[config.mk]
export PLATFORM = sky130hd
export DESIGN_NAME = dmem_arbiter
export DESIGN_NICKNAME = d
export VERILOG_FILES = /design/src/rtl/dmem_arbiter.sv
export SDC_FILE = /design/constraint.sdc
export NUM_CORES = 1
export LEC_CHECK = 0
export BUFFER_PORTS_ARGS = -buffer_cell sky130_fd_sc_hd__buf_2
export CAP_MARGIN = 20
export CELL_PAD_IN_SITES_DETAIL_PLACEMENT = 1
export CELL_PAD_IN_SITES_GLOBAL_PLACEMENT = 2
export CORE_MARGIN = 2
export CORE_UTILIZATION = 26
export DETAILED_ROUTE_END_ITERATION = 8
export GPL_TIMING_DRIVEN = 0
export PLACE_DENSITY_LB_ADDON = 0.1
export SLEW_MARGIN = 20
export SYNTH_ARGS = -nofsm -noshare
export SYNTH_HDL_FRONTEND = slang
export SYNTH_SLANG_ARGS = --single-unit
export TNS_END_PERCENT = 10
[constraint.sdc]
create_clock -name i_clk -period 4 [get_ports i_clk]
set_input_delay 0.2 -clock i_clk [delete_from_list [all_inputs] [get_ports i_clk]]
set_output_delay 0.2 -clock i_clk [all_outputs]
set_load 0.005 [all_outputs]
[src/rtl/dmem_arbiter.sv]
// dmem_arbiter: two-requester round-robin controller for a byte-addressed,
// little-endian data memory with combinational 32-bit read and synchronous
// 4-byte write. Sub-word stores are performed as read-modify-write.
//
// Ports:
//   i_clk, i_rst_n            clock, asynchronous active-low reset
//   i_req_*                   per-requester request (index 0 = MEM stage,
//                             index 1 = loader/debug), accepted on valid&ready
//   o_req_ready               one-hot grant, combinational, IDLE only
//   o_rsp_valid/err/rdata     one-cycle response to the owning requester
//   o_mem_*, i_mem_rdata      attached memory interface
//
// Optional: define DMEM_MISALIGN_TRAP_EN to reject misaligned half/word
// accesses with an error response.
module dmem_arbiter #(
  parameter int unsigned MEM_BYTES  = 129,
  parameter bit          RESET_PRIO = 1'b0
) (
  input  logic        i_clk,
  input  logic        i_rst_n,
  input  logic [1:0]  i_req_valid,
  output logic [1:0]  o_req_ready,
  input  logic [1:0]  i_req_write,
  input  logic [3:0]  i_req_size,
  input  logic [1:0]  i_req_unsigned,
  input  logic [63:0] i_req_addr,
  input  logic [63:0] i_req_wdata,
  output logic [1:0]  o_rsp_valid,
  output logic        o_rsp_err,
  output logic [31:0] o_rsp_rdata,
  output logic        o_mem_clk_enable,
  output logic        o_mem_write,
  output logic [31:0] o_mem_addr,
  output logic [31:0] o_mem_wdata,
  input  logic [31:0] i_mem_rdata
);

  typedef enum logic [1:0] {
    IDLE   = 2'd0,
    ACCESS = 2'd1,
    RMW_WR = 2'd2,
    RESP   = 2'd3
  } state_t;

  state_t      state_q, state_d;
  logic        last_q, last_d;      // owner granted most recently
  logic        owner_q, owner_d;
  logic        wr_q, wr_d;
  logic [1:0]  size_q, size_d;
  logic        uns_q, uns_d;
  logic [31:0] addr_q, addr_d;
  logic [31:0] wdata_q, wdata_d;
  logic        err_q, err_d;
  logic [31:0] rdata_q, rdata_d;
  logic [31:0] merge_q, merge_d;

  logic [1:0]  grant;
  logic        sel;
  logic        sel_wr;
  logic [1:0]  sel_size;
  logic        sel_uns;
  logic [31:0] sel_addr;
  logic [31:0] sel_wdata;
  logic        sel_err;
  logic [32:0] end_addr;
  logic [31:0] load_ext;
  logic [31:0] merged;

  // Grant: single valid wins outright; on a tie the requester not granted
  // last time wins.
  always_comb begin
    grant = '0;
    if (state_q == IDLE) begin
      unique case (i_req_valid)
        2'b01:   grant = 2'b01;
        2'b10:   grant = 2'b10;
        2'b11:   grant = last_q ? 2'b01 : 2'b10;
        default: grant = '0;
      endcase
    end
  end

  assign o_req_ready = grant;
  assign sel         = grant[1];

  always_comb begin
    sel_wr    = sel ? i_req_write[1]     : i_req_write[0];
    sel_size  = sel ? i_req_size[3:2]    : i_req_size[1:0];
    sel_uns   = sel ? i_req_unsigned[1]  : i_req_unsigned[0];
    sel_addr  = sel ? i_req_addr[63:32]  : i_req_addr[31:0];
    sel_wdata = sel ? i_req_wdata[63:32] : i_req_wdata[31:0];
    // 33-bit sum so addresses near 2^32 cannot wrap into range
    end_addr  = {1'b0, sel_addr} + 33'd4;
    sel_err   = (sel_size == 2'b11) || (end_addr > 33'(MEM_BYTES));
`ifdef DMEM_MISALIGN_TRAP_EN
    if ((sel_size == 2'b01 && sel_addr[0]) ||
        (sel_size == 2'b10 && sel_addr[1:0] != 2'b00)) begin
      sel_err = 1'b1;
    end
`endif
  end

  // Memory returns addr..addr+3, so the addressed byte is always in [7:0].
  always_comb begin
    load_ext = i_mem_rdata;
    merged   = i_mem_rdata;
    if (size_q == 2'b00) begin
      load_ext = {{24{~uns_q & i_mem_rdata[7]}}, i_mem_rdata[7:0]};
      merged   = {i_mem_rdata[31:8], wdata_q[7:0]};
    end else if (size_q == 2'b01) begin
      load_ext = {{16{~uns_q & i_mem_rdata[15]}}, i_mem_rdata[15:0]};
      merged   = {i_mem_rdata[31:16], wdata_q[15:0]};
    end
  end

  always_comb begin
    state_d = state_q;
    last_d  = last_q;
    owner_d = owner_q;
    wr_d    = wr_q;
    size_d  = size_q;
    uns_d   = uns_q;
    addr_d  = addr_q;
    wdata_d = wdata_q;
    err_d   = err_q;
    rdata_d = rdata_q;
    merge_d = merge_q;
    unique case (state_q)
      IDLE: begin
        if (|grant) begin
          owner_d = sel;
          wr_d    = sel_wr;
          size_d  = sel_size;
          uns_d   = sel_uns;
          addr_d  = sel_addr;
          wdata_d = sel_wdata;
          err_d   = sel_err;
          rdata_d = '0;
          state_d = sel_err ? RESP : ACCESS;
        end
      end
      ACCESS: begin
        if (!wr_q) begin
          rdata_d = load_ext;
          state_d = RESP;
        end else if (size_q == 2'b10) begin
          state_d = RESP;
        end else begin
          merge_d = merged;
          state_d = RMW_WR;
        end
      end
      RMW_WR: state_d = RESP;
      RESP: begin
        last_d  = owner_q;
        state_d = IDLE;
      end
      default: state_d = IDLE;
    endcase
  end

  always_ff @(posedge i_clk or negedge i_rst_n) begin
    if (!i_rst_n) begin
      state_q <= IDLE;
      last_q  <= ~RESET_PRIO;
      owner_q <= 1'b0;
      wr_q    <= 1'b0;
      size_q  <= '0;
      uns_q   <= 1'b0;
      addr_q  <= '0;
      wdata_q <= '0;
      err_q   <= 1'b0;
      rdata_q <= '0;
      merge_q <= '0;
    end else begin
      state_q <= state_d;
      last_q  <= last_d;
      owner_q <= owner_d;
      wr_q    <= wr_d;
      size_q  <= size_d;
      uns_q   <= uns_d;
      addr_q  <= addr_d;
      wdata_q <= wdata_d;
      err_q   <= err_d;
      rdata_q <= rdata_d;
      merge_q <= merge_d;
    end
  end

  // Outputs decode from state only, so reset drops the write strobe at once.
  always_comb begin
    o_rsp_valid      = '0;
    o_rsp_err        = 1'b0;
    o_rsp_rdata      = '0;
    o_mem_clk_enable = 1'b0;
    o_mem_write      = 1'b0;
    o_mem_addr       = '0;
    o_mem_wdata      = '0;
    unique case (state_q)
      ACCESS: begin
        o_mem_clk_enable = 1'b1;
        o_mem_addr       = addr_q;
        if (wr_q && size_q == 2'b10) begin
          o_mem_write = 1'b1;
          o_mem_wdata = wdata_q;
        end
      end
      RMW_WR: begin
        o_mem_clk_enable = 1'b1;
        o_mem_write      = 1'b1;
        o_mem_addr       = addr_q;
        o_mem_wdata      = merge_q;
      end
      RESP: begin
        o_rsp_valid[owner_q] = 1'b1;
        o_rsp_err            = err_q;
        o_rsp_rdata          = rdata_q;
      end
      default: ;
    endcase
  end

endmodule

==> results of run 1 <==
==> synthesized netlist by cell type, types with 18 or more instances <==
library cell | count | share of area, %
and2_1 | 72 | 5.5
mux2_2 | 19 | 2.6
a22oi_1 | 32 | 2.9
nor2b_1 | 35 | 2.7
o21ai_0 | 54 | 3.3
dfrtp_1 | 136 | 41
clkbuf_1 | 50 | 2.3
mux2i_1 | 34 | 4.1
nand2b_1 | 18 | 1.4
nor2_1 | 105 | 4.8
nand2_1 | 118 | 5.4
a31oi_1 | 25 | 1.9
a21oi_1 | 22 | 1.3
o22ai_1 | 39 | 3.0
==> per-layer routing <==
layer / part of all wire [%] / vias to the layer above / track usage, %
li1: - / 4063 / -
met1: 44 / 4162 / 28.46
met2: 50 / 230 / 38.69
met3: 3.5 / 33 / 2.708
met4: 2.1 / 0 / 7.000
met5: 0 / - / 0
==> timing repair <==
item	CTS	global route
resized for setup	38	9
gates cloned	0	0
endpoints found under the setup margin	2	2
hold endpoints to repair	52	0
hold buffers	3	0
setup buffers	12	3
pin swaps	9	5
==> power groups by stage <==
stage / clock [W] / combinational [W] / sequential [W]
final: 0.00156 / 0.00405 / 0.00250
after global routing: 0.00167 / 0.00455 / 0.00259
after CTS: 0.00161 / 0.00415 / 0.00250
after detailed placement: 0 / 0.00398 / 0.00253
after global placement: 0 / 0.00393 / 0.00252
after floorplan: 0 / 0.00238 / 0.00236
==> flip-flops by register name (all words and copies together), names as in the netlist <==
signal,count
size_q,2
wr_q,1
last_q,1
err_q,1
owner_q,1
merge_q,32
state_q,2
rdata_q,32
wdata_q,32
uns_q,1
addr_q,32
==> metrics by stage <==
step / setup TNS [ns] / hold slack, ns / utilization, % / total power, W
4_1_cts: 0 / 0.002767 / 35.13 / 0.008260
3_3_place_gp: -2.670 / 0.4322 / 32.24 / 0.006445
6_report: 0 / 0.01895 / 35.30 / 0.008124
2_1_floorplan: 0 / -0.09559 / - / 0.004740
5_1_grt: -0.009142 / 0.01537 / 35.29 / 0.008813
3_5_place_dp: -2.672 / 0.1517 / 32.36 / 0.006511
==> layout make-up <==
| type | count | area [µm²] |
|---|---|---|
| fillers | 3807 | 20310 |
| multi-input cells | 740 | 4594 |
| flip-flops and latches | 137 | 3430 |
| repair buffers | 292 | 1559 |
| well taps | 402 | 503.0 |
| clock buffers | 18 | 439.2 |
| plain buffers | 66 | 366.6 |
| clock inverters | 14 | 126.4 |
| inverters | 13 | 53.80 |
| diodes | 4 | 10.01 |
==> cells in the final DEF (no fill, tap or decap), types with 33 or more instances in the layout <==
| cell type | Yosys | layout |
|---|---|---|
| clkbuf_1 | 50 | 47 |
| o21ai_0 | 54 | 54 |
| buf_2 | 7 | 276 |
| dfrtp_1 | 136 | 136 |
| mux2i_1 | 34 | 33 |
| o22ai_1 | 39 | 39 |
| and2_1 | 72 | 70 |
| nor2_1 | 105 | 105 |
| nor2b_1 | 35 | 35 |
| nand2_1 | 118 | 114 |
==> worst paths after layout <==
| path | from | endpoint | slack, ns | cells past startpoint |
|---|---|---|---|---|
| min in group asynchronous | i_rst_n | rdata_q[3] | 0.27 | 2 |
| hold / removal | i_req_wdata[31] | wdata_q[31] | 0.02 | 3 |
| hold reg to reg | rdata_q[13] | rdata_q[13] | 0.47 | 2 |
| setup / recovery | state_q[1] | err_q | 0.05 | 18 |
| setup reg to reg | state_q[1] | err_q | 0.05 | 18 |
| max in group asynchronous | i_rst_n | last_q | 2.88 | 3 |
==> tightest hold or removal path: cells and delay by family <==
| family | cells | cell delay, ns |
|---|---|---|
| buf+inv | 1 | 0.07 |
| simple gates | 2 | 0.11 |
==> cells by family (layout without fill, tap and decap cells) <==
logic type / after synthesis / in the layout
other cells: 0 / 4
fa+ha+maj: 6 / 6
buf+inv: 81 / 403
compound gates: 242 / 242
mux: 53 / 53
simple gates: 432 / 432
xor+xnor: 7 / 7
flops: 137 / 137
==> impl_results.md, run 1 <==
* Status: completed
* Worst-Skew Late Latency at 0.42 ns
* Largest stage delay on the critical path at 0.52 ns
* Area delta synth->final at 34.52%
* Root buf cell: clkbuf_16
* Largest net degree at the start of global routing at 88
* Worst Max-Slew Pin Slew at 0.9284 ns
* Htree depth at 4
* VDD IR max at 0.0003532 V
* I/O Pins at 275
* Comb power frac at 49.9%
* Clock-pin slew on the worst setup and hold paths at around 0.070 ns
* Final net count at between 1000 and 1500
* Cell Area, Synth at around 8200 µm²
* Chip Width at between 150 and 200 µm
* Clock Skew at 0.01570 ns
* GRT Overall Usage at 22.14%
* Compound-Gate Fraction of Synth Area at 19.61%
* Post-synthesis share of cell area spent on xor and xnor gates at 0.7442%
* Placer Congestion at 0.9203
* Max-Cap Viols at 0
* CTS Buf Count at 17
* Peak Freq at 0.2535 GHz
* Finished Layout Cells at approximately 1700
* Fraction of the mapped netlist area in adder cells at 0.9113%
* Reg power frac at 30.8%
* Core Region at 31390 µm²
* Initial Util at 26.24%
* Mapped Avg Cell Area at 8.599 µm²
* Die Area at 33120 µm²
* Critical path type: reg2reg
* Max Slew Vio Count at 0
* Port-buffer cells at around 270
* Placed cell area at slightly above 10000 µm²
* Synth Flop Type: dfrtp_1
* Final min period at about 3.9 ns
* Total Wirelength at 36640 µm
* # rows at 65
* Synth unique cells at 71
* Ys Warns at 0
* Worst setup margin at 0.05468 ns
* Relative slew slack at approximately two fifths
* Initial antenna violation count at 3
* Fin. Hold Viols at 0
* Crit path cell chain: inv_2 > ha_4 > and2_4 > buf_6 > nand2_4 > clkinv_4 > buf_12 > mux2i_2 > inv_1 > ha_4 > and4_4 > nand2_4 > a2bb2oi_4 > or4_1 > a222oi_1 > nand4_1 > nor4_4 > o21ai_1
* EDFF count, synth at 0
* Hold WC Path Type: in2reg
* Net Sw Power at around 0.0035 W
* First-pass GRT wire length at 55560 µm
* Pint at 0.004585 W
* Number of global-route vias before repair at a little under 9000
* Largest family of logic cells by synthesized area: simple AND/OR/NAND/NOR gates
* CTS tree: yes
* Final setup viols at 0
* Total leakage power at just over 5 nW
* Critical path arrival at 4.22 ns
* Synth Area in Simple Gates at 26.34%
* Clock power share at between 10% and 20%
* Dpl ws at -1.350 ns
* Vias at 8488
* Drt pass-1 iters at 5
* Clk buf depth at 2
* Crit Path Max Fanout at 10
* Post-route cell area at 11080 µm²
* Mapped Cells at approximately 960
* Asr flop ratio synth at 100.0%
* Worst Path Required at between 4 and 5 ns
* Chip Height at 182 µm
* Final period util at between 90% and 100%
* Worst setup EP type: register
* Top delay family on crit path: simple AND/OR/NAND/NOR gates
* DRC viols at 0
* Clock sink count at approximately 140
* Post-DRT Antenna Nets at 0
* CP Launch Type: register
* Placed insts at roughly 1600
* Register area share after synthesis at 41.63%
* Mux cell area share after synthesis at 6.728%
* Worst path slowest cell: or4_1
* PD cells at 733.1 nW/µm²
* Grt ovf at 0
* Vias per inst at 5.034
* Syn_nets at about 1100
* Detailed Route Iter0 Violations at approximately 470
* Seq cells post-synth at 137
* DPL Wire Length at 28490 µm
* Buf/Inv on CP at 5
* Share of layout cells above drive strength 1 at about 30%
* Net Sw Frac at 43.56%
* Routed wire per std cell at 21.73 µm
Power figures use the tool's default switching activity.
==> inputs of run 2 (changes only) <==
--- a/config.mk
+++ b/config.mk
@@ -14,6 +14,7 @@
 export DETAILED_ROUTE_END_ITERATION = 8
 export GPL_TIMING_DRIVEN = 0
 export PLACE_DENSITY_LB_ADDON = 0.1
+export REMOVE_ABC_BUFFERS = 1
 export SLEW_MARGIN = 20
 export SYNTH_ARGS = -nofsm -noshare
 export SYNTH_HDL_FRONTEND = slang
==> run 2 against run 1 <==
Clock skew shrank 0.0022 ns. Worst hold slack worse by 0.0070 ns. Register-to-register slack better by 0.21 ns. Setup slack better by 0.21 ns. Flip-flop and latch count unchanged. Sequential power about the same. Critical endpoint is now state_q[1]. Clock-buffer cell count shrank 1. Largest cell class unchanged. Design area grew 1.5%. Wire length is 7.2% lower. Non-clock buffer count shrank 32. Largest power group unchanged.
==> impl_results.md, run 2 (synthesis gave the netlist of run 1 again) <==
* Status: completed
* Grt ovf at 0 (unchanged)
* Detailed Route Iter0 Violations at 364 (-22%)
* Relative slew slack at 30.43% (-7.7 points)
* Placer Congestion at 0.8063 (-12%)
* Uppermost routed layer: met5
* Net Sw Power at 0.003486 W (-1.5%)
* Comb power frac at 49.3% (-0.6 points)
* Vias per inst at 5.041 (+0.12%)
* Chip Width at 182 µm (unchanged)
* Hold WC Path Type: in2reg
* Chip Height at 182 µm (unchanged)
* Clock power share at 19.7% (+0.4 points)
* Final min period at 3.735 ns (-0.2106 ns)
* Final net count at 1415 (-2.1%)
* Met2 Wirelength at 16290 µm (-11%)
* Clock Skew at 0.01354 ns (-0.002155 ns)
* Port-buffer cells at 274 (+0.37%)
* Commonest non-fill, non-tap cell in the layout: buf_2
* Commonest cells after routing, fill and taps aside: 274 x buf_2, 135 x dfrtp_1, 117 x nand2_1
* I/O Pins at 275 (unchanged)
* # rows at 65 (unchanged)
* Die Area at 33120 µm² (unchanged)
* Critical path arrival at 4.03 ns (-0.19 ns)
* Number of global-route vias before repair at 8719 (-2.5%)
* Crit Path Max Fanout at 25 (+15)
* Final setup viols at 0 (unchanged)
* CTS Buf Count at 17 (unchanged)
* Routed wire per std cell at 20.56 µm (-5.4%)
* Worst Path Required at 4.30 ns (+0.02 ns)
* Drt pass-1 iters at 4 (-1)
* Met1 wire length at 15890 µm (-2.1%)
* Htree depth at 4 (unchanged)
* Placed cell area at 10180 µm² (+0.16%)
* Clk buf depth at 2 (unchanged)
* Total leakage power at 5.143 nW (+1.3%)
* Worst Max-Slew Pin Slew at 1.044 ns (+0.1152 ns)
* Worst-Skew Late Latency at 0.43 ns (about the same)
* Min Hold Slack at 0.01190 ns (-0.007046 ns)
* RR Endpoint: state_q[1]
* First-pass GRT wire length at 52880 µm (-4.8%)
* VDD IR max at 0.0004820 V (+36%)
* Worst setup EP type: register
* Largest net degree at the start of global routing at 77 (-13%)
* Total Wirelength at 34000 µm (-7.2%)
* R2R setup slack at 0.27 ns (+0.21 ns)
* Clock sink count at 137 (unchanged)
* Reg-to-Reg Start: state_q[0]
* DRC viols at 0 (unchanged)
* Area delta synth->final at 36.48%
* Fin. Hold Viols at 0 (unchanged)
* Cells on worst reg2reg path at 16 (-2)
* Initial Util at 26.24% (unchanged)
* RSZ-0062 raised after global routing: no
* Reg power frac at 30.9% (about the same)
* Post-DRT Antenna Nets at 0 (unchanged)
* Peak Freq at 0.2678 GHz (+5.6%)
* Max Slew Vio Count at 0 (unchanged)
* Final period util at 93.37% (-5.3 points)
* DPL Wire Length at 23600 µm (-17%)
* Max-Cap Viols at 0 (unchanged)
* Hold path startpoint: i_req_wdata[11]
* CP Launch Type: register
* Final core occ at 35.82% (+0.51 points)
* Hold depth at 3 (unchanged)
* CTS tree: yes
* Root buf cell: clkbuf_16
* Post-route cell area at 11240 µm² (+1.5%)
* Net Sw Frac at 42.71% (-0.85 points)
* Clock-pin slew on the worst setup and hold paths at 0.07 ns (about the same)
* Initial antenna violation count at 2 (-1)
* Met3 wire len at 1464 µm (+16%)
* GRT Overall Usage at 20.77% (-1.4 points)
* WHS Endpoint: wdata_q[11]
* Core Region at 31390 µm² (unchanged)
* Pint at 0.004676 W (+2.0%)
* Critical path type: reg2reg
* Vias at 8337 (-1.8%)
* Share of layout cells above drive strength 1 at 30.72% (+1.1 points)
* PD cells at 726.0 nW/µm² (-0.97%)
run 2: cell count changes in the layout (fill, tap and decap cells not counted), sizes merged, moves of 2 or more:
cell         delta
dlygate4sd3    +23
clkinvlp        -3
diode           -2
buf             -7
clkbuf         -50
clkinv          +4
run 2: stage by stage:
stage | worst slack [ns] | power (W) | setup TNS, ns | cells
2_1_floorplan | -1.102 | 0.004593 | -2.978 | 890
3_3_place_gp | -3.691 | 0.006232 | -141.10 | 1566
3_5_place_dp | -2.164 | 0.006548 | -4.294 | 1586
4_1_cts | 0.01681 | 0.008315 | 0 | 1650
5_1_grt | 0.01827 | 0.008860 | 0 | 1653
6_report | 0.2653 | 0.008162 | 0 | 1654
run 2: power by group through the flow:
stage	registers, W	logic (W)	clock network [W]
2_1_floorplan	0.00239	0.00220	0
3_3_place_gp	0.00253	0.00370	0
3_5_place_dp	0.00255	0.00400	0
4_1_cts	0.00253	0.00412	0.00167
5_1_grt	0.00263	0.00451	0.00172
6_report	0.00252	0.00403	0.00161
run 2: area by class of cell:
type | instances | area, µm²
clock inverter | 15 | 155.1
fill | 3777 | 20150
timing repair inverter | 1 | 16.27
sequential | 137 | 3431
tap | 402 | 503.0
timing repair buffer | 326 | 1988
multi-input combinational | 741 | 4644
clock buffer | 17 | 425.4
inverter | 13 | 75.07
antenna | 2 | 5.005
run 2: layer usage:
| metal | vias up | global-route usage [%] |
|---|---|---|
| met4 | 2 | 3.935 |
| met2 | 210 | 34.98 |
| li1 | 4003 | - |
| met5 | - | 0 |
| met3 | 27 | 3.630 |
| met1 | 4095 | 28.14 |
run 2: worst max-delay path, stage by stage (launching register included):
cell	delay, ns
dfrtp_1	0.41
inv_2	0.13
ha_4	0.22
and2_4	0.22
nand2_8	0.11
clkinv_16	0.14
mux2i_1	0.14
inv_1	0.12
ha_4	0.17
and4_4	0.27
nand2_1	0.10
a2bb2oi_4	0.19
a2111oi_4	0.37
mux2i_1	0.35
o2111ai_1	0.24
nor4_4	0.31
o21ai_1	0.11
run 2: worst max path at each step:
stage,endpoint,startpoint,slack (ns)
floorplan,err_q,state_q[0],-1.10
global placement,err_q,state_q[0],-3.69
detailed placement,state_q[1],state_q[0],-2.16
CTS,state_q[1],state_q[1],0.02
global route,state_q[1],state_q[1],0.02
finish,state_q[1],state_q[0],0.27
run 2: repair_timing:
item / in CTS / in global routing
pin swaps: 2 / 3
cloned: 3 / 0
hold buffers: 26 / 0
hold endpoints to repair: 86 / 0
setup buffers: 3 / 2
resized for setup: 18 / 6
setup endpoints to repair: 2 / 2
